[src/rtl/rle_pkg.sv]
// rtl/rle_pkg.sv - shared states, default widths and helpers for the RLE decompressor
package rle_pkg;

    typedef logic [2:0] state_t;

    localparam state_t ST_IDLE  = 3'd0;
    localparam state_t ST_ZEROS = 3'd1;
    localparam state_t ST_ONES  = 3'd2;
    localparam state_t ST_EMIT  = 3'd3;
    localparam state_t ST_FLUSH = 3'd4;

    localparam int DEF_OUT_W  = 256;
    localparam int DEF_RUN_W  = 8;
    localparam int DEF_FILL_W = $clog2(DEF_OUT_W) + 1;

    function automatic int unsigned min3(input int unsigned a, input int unsigned b,
                                         input int unsigned c);
        int unsigned m;
        m = (a < b) ? a : b;
        return (m < c) ? m : c;
    endfunction

endpackage

[src/rtl/rle_stream_decompress_bit_writer.sv]
// rtl/rle_stream_decompress_bit_writer.sv - writes n copies of one bit value MSB-first at offset fill
module rle_bit_writer #(
    parameter int OUT_W  = 256,
    parameter int FILL_W = 9,
    parameter int N_W    = 4
) (
    input  logic [OUT_W-1:0]  word_in,
    input  logic [FILL_W-1:0] fill,
    input  logic [N_W-1:0]    n,
    input  logic              value,
    output logic [OUT_W-1:0]  word_out
);

    logic [OUT_W-1:0] top_mask;
    logic [OUT_W-1:0] ins_mask;

    always_comb begin
        // n ones at the top of the word, then slid down past the already-filled bits
        top_mask = ~({OUT_W{1'b1}} >> n);
        ins_mask = top_mask >> fill;
        word_out = value ? (word_in | ins_mask) : (word_in & ~ins_mask);
    end

endmodule

[src/rtl/rle_stream_decompress.sv]
// rtl/rle_stream_decompress.sv - run-length token to bit-word expander with output backpressure
module rle_stream_decompress
    import rle_pkg::*;
#(
    parameter int OUT_W        = DEF_OUT_W,
    parameter int RUN_W        = DEF_RUN_W,
    parameter int BITS_PER_CYC = 8,
    parameter int CNT_W        = 32
) (
    input  logic                     clk,
    input  logic                     rst,
    input  logic                     in_valid,
    output logic                     in_ready,
    input  logic [RUN_W-1:0]         in_zero_run,
    input  logic [RUN_W-1:0]         in_one_run,
    input  logic                     in_last,
    output logic                     out_valid,
    input  logic                     out_ready,
    output logic [OUT_W-1:0]         out_data,
    output logic [$clog2(OUT_W):0]   out_fill,
    output logic                     out_last,
    output logic [CNT_W-1:0]         bit_count,
    output logic [CNT_W-4:0]         byte_indx,
    output logic [2:0]               bit_indx,
    output logic                     busy
);

    localparam int FILL_W = $clog2(OUT_W) + 1;
    localparam int N_W    = $clog2(BITS_PER_CYC) + 1;

    state_t             state_q, state_d;
    state_t             resume_q, resume_d;
    state_t             next_run;
    logic [OUT_W-1:0]   word_q, word_d, word_wr;
    logic [FILL_W-1:0]  fill_q, fill_d;
    logic [RUN_W-1:0]   zero_rem_q, zero_rem_d;
    logic [RUN_W-1:0]   one_rem_q, one_rem_d;
    logic               last_q, last_d;
    logic [CNT_W-1:0]   bit_count_q, bit_count_d;
    logic [RUN_W-1:0]   rem_cur, rem_left;
    logic               wr_value;
    int unsigned        n_full;
    logic [N_W-1:0]     n;

    rle_bit_writer #(
        .OUT_W (OUT_W),
        .FILL_W(FILL_W),
        .N_W   (N_W)
    ) u_writer (
        .word_in (word_q),
        .fill    (fill_q),
        .n       (n),
        .value   (wr_value),
        .word_out(word_wr)
    );

    always_comb begin
        state_d     = state_q;
        resume_d    = resume_q;
        word_d      = word_q;
        fill_d      = fill_q;
        zero_rem_d  = zero_rem_q;
        one_rem_d   = one_rem_q;
        last_d      = last_q;
        bit_count_d = bit_count_q;
        next_run    = ST_IDLE;

        wr_value = (state_q == ST_ONES);
        rem_cur  = wr_value ? one_rem_q : zero_rem_q;
        n_full   = min3(32'(rem_cur), 32'(BITS_PER_CYC), 32'(OUT_W) - 32'(fill_q));
        n        = N_W'(n_full);
        rem_left = rem_cur - RUN_W'(n);

        case (state_q)
            ST_IDLE: begin
                if (in_valid) begin
                    zero_rem_d = in_zero_run;
                    one_rem_d  = in_one_run;
                    last_d     = in_last;
                    if (in_zero_run != '0)     state_d = ST_ZEROS;
                    else if (in_one_run != '0) state_d = ST_ONES;
                    else if (in_last)          state_d = ST_FLUSH;
                end
            end
            ST_ZEROS, ST_ONES: begin
                word_d      = word_wr;
                fill_d      = fill_q + FILL_W'(n);
                bit_count_d = bit_count_q + CNT_W'(n);
                if (wr_value) one_rem_d  = rem_left;
                else          zero_rem_d = rem_left;

                if (rem_left != '0)                             next_run = state_q;
                else if (!wr_value && (one_rem_q != '0))        next_run = ST_ONES;
                else                                            next_run = last_q ? ST_FLUSH : ST_IDLE;

                // a full word parks the token; resume_q says where it picks up again
                if (fill_d == FILL_W'(OUT_W)) begin
                    state_d  = ST_EMIT;
                    resume_d = next_run;
                end else begin
                    state_d = next_run;
                end
            end
            ST_EMIT: begin
                if (out_ready) begin
                    word_d  = '0;
                    fill_d  = '0;
                    // an exactly-full final word already carried out_last
                    state_d = (resume_q == ST_FLUSH) ? ST_IDLE : resume_q;
                end
            end
            ST_FLUSH: begin
                if (out_ready) begin
                    word_d  = '0;
                    fill_d  = '0;
                    state_d = ST_IDLE;
                end
            end
            default: state_d = ST_IDLE;
        endcase
    end

    always_ff @(posedge clk or posedge rst) begin
        if (rst) begin
            state_q     <= ST_IDLE;
            resume_q    <= ST_IDLE;
            word_q      <= '0;
            fill_q      <= '0;
            zero_rem_q  <= '0;
            one_rem_q   <= '0;
            last_q      <= 1'b0;
            bit_count_q <= '0;
        end else begin
            state_q     <= state_d;
            resume_q    <= resume_d;
            word_q      <= word_d;
            fill_q      <= fill_d;
            zero_rem_q  <= zero_rem_d;
            one_rem_q   <= one_rem_d;
            last_q      <= last_d;
            bit_count_q <= bit_count_d;
        end
    end

    always_comb begin
        in_ready  = (state_q == ST_IDLE);
        busy      = (state_q != ST_IDLE);
        out_valid = (state_q == ST_EMIT) || (state_q == ST_FLUSH);
        out_data  = word_q;
        out_fill  = '0;
        out_last  = 1'b0;
        if (state_q == ST_EMIT) begin
            out_fill = FILL_W'(OUT_W);
            out_last = last_q && (zero_rem_q == '0) && (one_rem_q == '0);
        end else if (state_q == ST_FLUSH) begin
            out_fill = fill_q;
            out_last = 1'b1;
        end
        bit_count = bit_count_q;
        byte_indx = bit_count_q[CNT_W-1:3];
        bit_indx  = bit_count_q[2:0];
    end

endmodule

[config.mk]
export PLATFORM = sky130hd
export DESIGN_NAME = rle_stream_decompress
export DESIGN_NICKNAME = d
export VERILOG_FILES = /design/src/rtl/rle_pkg.sv /design/src/rtl/rle_stream_decompress_bit_writer.sv /design/src/rtl/rle_stream_decompress.sv
export SDC_FILE = /design/constraint.sdc
export NUM_CORES = 1
export LEC_CHECK = 0
export ABC_AREA = 1
export CAP_MARGIN = 20
export CORE_UTILIZATION = 31
export DETAILED_ROUTE_END_ITERATION = 16
export GPL_ROUTABILITY_DRIVEN = 0
export PLACE_DENSITY = 0.51
export REMOVE_ABC_BUFFERS = 1
export SLEW_MARGIN = 20
export SYNTH_ARGS = -nofsm -noshare
export SYNTH_HDL_FRONTEND = slang
export SYNTH_SLANG_ARGS = --single-unit
[constraint.sdc]
create_clock -name clk -period 13 [get_ports clk]
set_clock_uncertainty 0.1 [all_clocks]
set_input_delay 2.6 -clock clk [delete_from_list [all_inputs] [get_ports clk]]
set_output_delay 2.6 -clock clk [all_outputs]
set_load 0.03 [all_outputs]
* Word level (Yosys, flattened, before mapping)
Cells that the tools add are included.
** Storage, ports and cells
- Register bits after elaboration :: 320
- Input bits :: 21
- Output and inout port bits :: 333
- Word-level logic and storage cells :: 86
** Cells by class
- Add/subtract/negate cells :: 4
- Magnitude comparators :: 2
- Equal/unequal tests :: 13
- Shift operators :: 2
- Multiplexer cells :: 30
- Bitwise operators :: 4
- Reductions and logical operators :: 23
** Operator list (count)
- $mux W256 :: 2
- $not A256 Y256 :: 2
- $pmux W256 S2 :: 1
- $and A256 B256 Y256 :: 1
- $or A256 B256 Y256 :: 1
- $shr A256 B4 Y256 const A :: 1
- $shr A256 B9 Y256 :: 1
- $mux W8 :: 6
- $mux W3 :: 11
- $add A32 B4 Y32 :: 1
- $lt A8 B32 Y1 :: 1
- $pmux W8 S2 :: 2
- $reduce_bool A8 Y1 :: 4
- $mux W9 :: 3
- $pmux W9 S2 :: 1
- $logic_not A8 Y1 :: 2
- $pmux W3 S4 :: 1
- $sub A9 B9 Y10 const A :: 1
- $add A9 B4 Y9 :: 1
- $eq A9 B9 Y1 const B :: 1
- $lt A8 B4 Y1 const B :: 1
- $ne A2 B2 Y1 const B :: 4
- $sub A8 B4 Y8 :: 1
- $eq A3 B2 Y1 const B :: 2
- other kinds (16) :: 26

* Longest topological paths before layout
- Depth in word-level cells :: 13
- Gate-level depth with buffers :: 38
- Depth with buffers taken out :: 37

* Hierarchy
A second synthesis with hierarchy kept.
** Unflattened totals
- Cell total of the unflattened synthesis :: 3187
- Area total of the unflattened synthesis :: 21444.3 µm²
** By module, submodules not included
- rle_stream_decompress :: times used 1, cells an instance 1724, area an instance 14594.0 µm², sequential area each 8007.7 µm²
- rle_bit_writer :: times used 1, cells an instance 1463, area an instance 6850.3 µm², sequential area each 0.0 µm²

* Least setup slack after synthesis
No wires, ideal clock.
- Path kind :: register -> register
- From :: reg fill_q[1]
- To :: reg bit_count_q[28], in the netlist bit_count[28]
- Setup time :: 135 ps
- Arrival :: 4934 ps
- Required time :: 12765 ps
- Path slack :: 7831 ps
- Cell stages (with the launch flop) :: 34
- Path buffers :: 3
- Cell sequence :: dfrtp_1 > buf_2 > inv_1 > buf_2 > buf_2 > ha_1 > nand3_1 > nor2_1 > nand2_1 > xor2_1 > ha_1 > nand2_1 > nor2_1 > nand2_2 > nand2_4 > nand2_4 > nand2_1 > nand2_2 > ha_1 > fa_1 > a21oi_1 > nor2_1 > nor2_1 > nor4_1 > nand3_1 > nor2_1 > inv_1 > nor3_1 > nand2_1 > nor2_1 > nand4_1 > nor3_1 > nand3_1 > xnor2_1
** On the way
- Word-level cells in the longest chain between the ends :: 4
** Ends and longest elaborated chain
- start: declaration :: RTL line rle_stream_decompress.sv:35 : logic [FILL_W-1:0] fill_q, fill_d;
- start signal: assignment :: RTL line rle_stream_decompress.sv:137 : fill_q <= fill_d;
- $sub A9 B9 Y10 (*) :: RTL line rle_stream_decompress.sv:70 : n_full = min3(32'(rem_cur), 32'(BITS_PER_CYC), 32'(OUT_W) - 32'(fill_q));
- $lt A8 B32 Y1 :: RTL line rle_pkg.sv:20 : return (m < c) ? m : c;
- $mux W4 (*) :: RTL line rle_pkg.sv:20
- $add A32 B4 Y32 (*) :: RTL line rle_stream_decompress.sv:88 : bit_count_d = bit_count_q + CNT_W'(n);
- end signal: assignment :: RTL line rle_stream_decompress.sv:141 : bit_count_q <= bit_count_d;
- end: declaration :: RTL line rle_stream_decompress.sv:39 : logic [CNT_W-1:0] bit_count_q, bit_count_d;
Mark *: on every way between the ends. The rest lies on a longest branch, timed or not.
A chain may end at the register's enable or synchronous reset.

* Worst setup path after layout
- From :: reg state_q[2]
- To :: reg bit_count_q[28], in the netlist bit_count[28]
** On the way
- Word-level cells in the longest chain between the ends :: 7
- Elaborated cells on any way between the ends :: 9
- Classes of those cells :: add/sub: 1; order compare: 2; eq/ne: 2; mux: 3; reduce/logical: 1
** Ends and longest elaborated chain
- start: declaration :: RTL line rle_stream_decompress.sv:31 : state_t state_q, state_d;
- start signal: assignment :: RTL line rle_stream_decompress.sv:134 : state_q <= state_d;
- $eq A3 B2 Y1 :: RTL line rle_stream_decompress.sv:68, rle_stream_decompress.sv:74
- $mux W8 :: RTL line rle_stream_decompress.sv:69 : rem_cur = wr_value ? one_rem_q : zero_rem_q;
- $lt A8 B4 Y1 :: RTL line rle_pkg.sv:19 : m = (a < b) ? a : b;
- $mux W8 :: RTL line rle_pkg.sv:19
- $lt A8 B32 Y1 :: RTL line rle_pkg.sv:20
- $mux W4 :: RTL line rle_pkg.sv:20
- $add A32 B4 Y32 :: RTL line rle_stream_decompress.sv:88
Several ways; a longest one is shown, not always the timed one.

==> metrics.txt <==
DIE WIDTH roughly 260 um; number of synthesized flops with an enable pin 0; number of I/O pins between 300 and 400; CP Capture Type flop; WL/cell between 15 and 20 um; Net Switching ~0.0040 W; RR Endpoint bit_count[28]$_DFFE_PP0N_; vias in the first global route roughly 20000; switching fraction of total power a little over half; Ys Warns 0; cell taking the most area after synthesis dfrtp_1; setup bufs post-CTS 0; P_leak approximately 11 nW; register bit total from synthesis 320; DP HPWL approximately 51000 um; Crit path buffers/inverters 4; final wirelength 76670 um; status completed; Clock Sinks 320; Worst-path clk slew about 50 ps; Max FO, Critical Path approximately 120; effective utilization at floorplan 31.31%; cts bufs inserted a little over 40; CP dominant cell by count nand2_1; top post-synthesis cells by count 782 x nand2_1, 398 x nand3_1, 320 x dfrtp_1; Die ar. 0.06589 mm^2; antenna violations before repair 0; CTS Buffer Depth 3; FF-to-FF setup slack around 6700 ps; Overflow after GRT 0; GR Util All Layers between 20% and 30%; Final Max Tran Viols 0; Worst EP required between 10000 and 15000 ps; Mapped Area 0.02011 mm^2; Critical Path Slowest Stage Cell nor4_1; H-tree depth 2; Seq pwr share between 20 and 25%; Synth area leaders dfrtp_1 40%, nand2_1 15%, nand3_1 9.9%; pin count of the biggest net entering global routing 130; hold crit path type flop to flop; final setup fails 0; Internal roughly 0.0034 W; core area ~0.064 mm^2; Post-Synthesis Cells roughly 2800; Placement Rows 93; crit path kind flop to flop; RSZ-0062 raised after global routing false; DRC viols 0; Syn-to-layout area delta 25.76%; part of the cycle the worst path needs about half; 1st-iter DRT viols 1547; Fmax achieved ~160 MHz; Synth top area share between 30% and 40%; asr flop ratio synth 100.0%; max incr delay on CP 520 ps; clock power share approximately 15%; first-pass GRT wire length 118700 um; family with the most delay on the worst path simple AND/OR/NAND/NOR gates; share of layout cells above drive strength 1 about 6.8%; CTS root buf clkbuf_16; hold buffer count at CTS 0; post-route ant nets 0; worst reg-to-reg path cell count 34; Mean Syn Cell Area 7.086 um^2; slew margin rel. between 20% and 30%; CTS tree built; TritonRoute pass-1 iters 7; Worst Tran Pin Value approximately 1100 ps; Die H about 260 um; CP startpoint kind flop; Critical Path Stages 34; Final TNS setup 0 ps; post-route minimum period between 6000 and 7000 ps; Port Buf Inserts about 350; cell area power density ~290 mW/mm^2; Final Hold Vio Count 0; routed vias/inst 5.228; Via Count just over 20000; Comb power frac 62.4%; most frequent cell after synthesis nand2_1; Tot Pwr between 0.007 and 0.008 W; ys flop type dfrtp_1; arrival time at the worst endpoint about 6700 ps; share of the yosys chip area belonging to registers around 40%; VDD IR max about 0.12 mV; CTS resizes 0; Yosys cell types 52; Critical Path Sink bit_count[28]$_DFFE_PP0N_; Final nets slightly above 3000; RR Startpoint state_q[2]$_DFFE_PP0P_; clk_lat worst skew around 560 ps; worst setup path start state_q[2]$_DFFE_PP0P_; worst hold path depth 2; ANT cells 0; Max-Cap Viols 0
## placed cells by master, fill, tap and decap left out, drive strengths merged, types with 2 or more instances in the layout
| master | n |
|---|---|
| conb | 4 |
| or2 | 2 |
| o21a | 2 |
| nor3 | 36 |
| nor2 | 192 |
| fa | 3 |
| inv | 219 |
| o22ai | 33 |
| clkbuf | 63 |
| o21ai | 241 |
| o21bai | 14 |
| buf | 31 |
| o211ai | 8 |
| nand2 | 818 |
| xor2 | 29 |
| and2 | 2 |
| nand3 | 416 |
| a22oi | 9 |
| clkdlybuf4s50 | 353 |
| a21oi | 117 |
| a211oi | 4 |
| dfrtp | 320 |
| nand4 | 76 |
| or4 | 2 |
| a31oi | 13 |
| a2bb2oi | 4 |
| nor4 | 11 |
| ha | 21 |
| xnor2 | 13 |
| nand3b | 2 |
| clkinv | 11 |
## worst min-delay path: cells and delay by family, from the launching register on
family / cells / cell delay, ps
AND/OR/NAND/NOR: 2 / 120
flip-flops: 1 / 360
## cells by family (layout without fill, tap and decap cells)
group	count (synthesis)	in the layout	synth area share (%)
other	1	4	0.01865
AOI/OAI and AO/OA	449	449	12.28
and+or+nand+nor	1557	1557	35.09
DFF	320	320	39.82
buffers and inverters	444	677	9.308
xor gates and xnor gates	42	42	1.829
adders and majority gates	24	24	1.605
muxes	1	1	0.05599
## power by group through the flow
stage                     Sequential, W  Combinational, W  Clock, W
after floorplan                 0.00218           0.00266         0
after global placement          0.00168           0.00453         0
after detailed placement        0.00169           0.00462         0
after CTS                       0.00168           0.00464   0.00114
after global routing            0.00173           0.00506   0.00118
final                           0.00168           0.00463   0.00111
## final cells by class
| type | instances | area [um^2] |
|---|---|---|
| Multi-Input combinational cell | 2077 | 10290 |
| Clock inverter | 7 | 42.54 |
| Fill cell | 6559 | 38940 |
| Timing Repair Buffer | 384 | 3795 |
| Inverter | 223 | 848.3 |
| Tap cell | 855 | 1070 |
| Sequential cell | 320 | 8010 |
| Clock buffer | 63 | 1231 |
## sequential cells by signal, summed over array words and instances, names as in the netlist
name	count
bit_count	32
fill_q	9
last_q	1
one_rem_q	8
out_data	256
resume_q	3
state_q	3
zero_rem_q	8
## layer usage
layer	global-route usage [%]	wire, um	up-vias
li1	-	-	9790
met1	29.77	33190	10010
met2	38.03	36460	633
met3	4.280	4859	107
met4	7.292	2159	0
met5	0	0	-
## worst min-delay path by stage
stage                                    startpoint                        end  slack, ps
final                     out_data[194]$_DFFE_PP0P_  out_data[194]$_DFFE_PP0P_        400
after global placement    out_data[226]$_DFFE_PP0P_  out_data[226]$_DFFE_PP0P_        380
after CTS                 out_data[250]$_DFFE_PP0P_  out_data[250]$_DFFE_PP0P_        410
after global routing        resume_q[2]$_DFFE_PP0P_    resume_q[2]$_DFFE_PP0P_        430
after floorplan           zero_rem_q[1]$_DFFE_PP0P_  zero_rem_q[1]$_DFFE_PP0P_        370
after detailed placement  out_data[250]$_DFFE_PP0P_  out_data[250]$_DFFE_PP0P_        390
## metrics by stage
| stage | hold WS, ps | setup slack [ps] | util (%) | std cells | area [um^2] |
|---|---|---|---|---|---|
| after global placement | 383.7 | 6870 | 37.35 | 3858 | 23990 |
| after global routing | 426.2 | 5893 | 39.38 | 3929 | 25290 |
| final | 402.7 | 6695 | 39.38 | 3929 | 25290 |
| after detailed placement | 387.1 | 6696 | 37.36 | 3858 | 23990 |
| after floorplan | 372.1 | -31640 | - | 2620 | 19090 |
| after CTS | 406.4 | 6679 | 39.34 | 3928 | 25270 |
No activity file was read; power rests on OpenSTA's default activity.
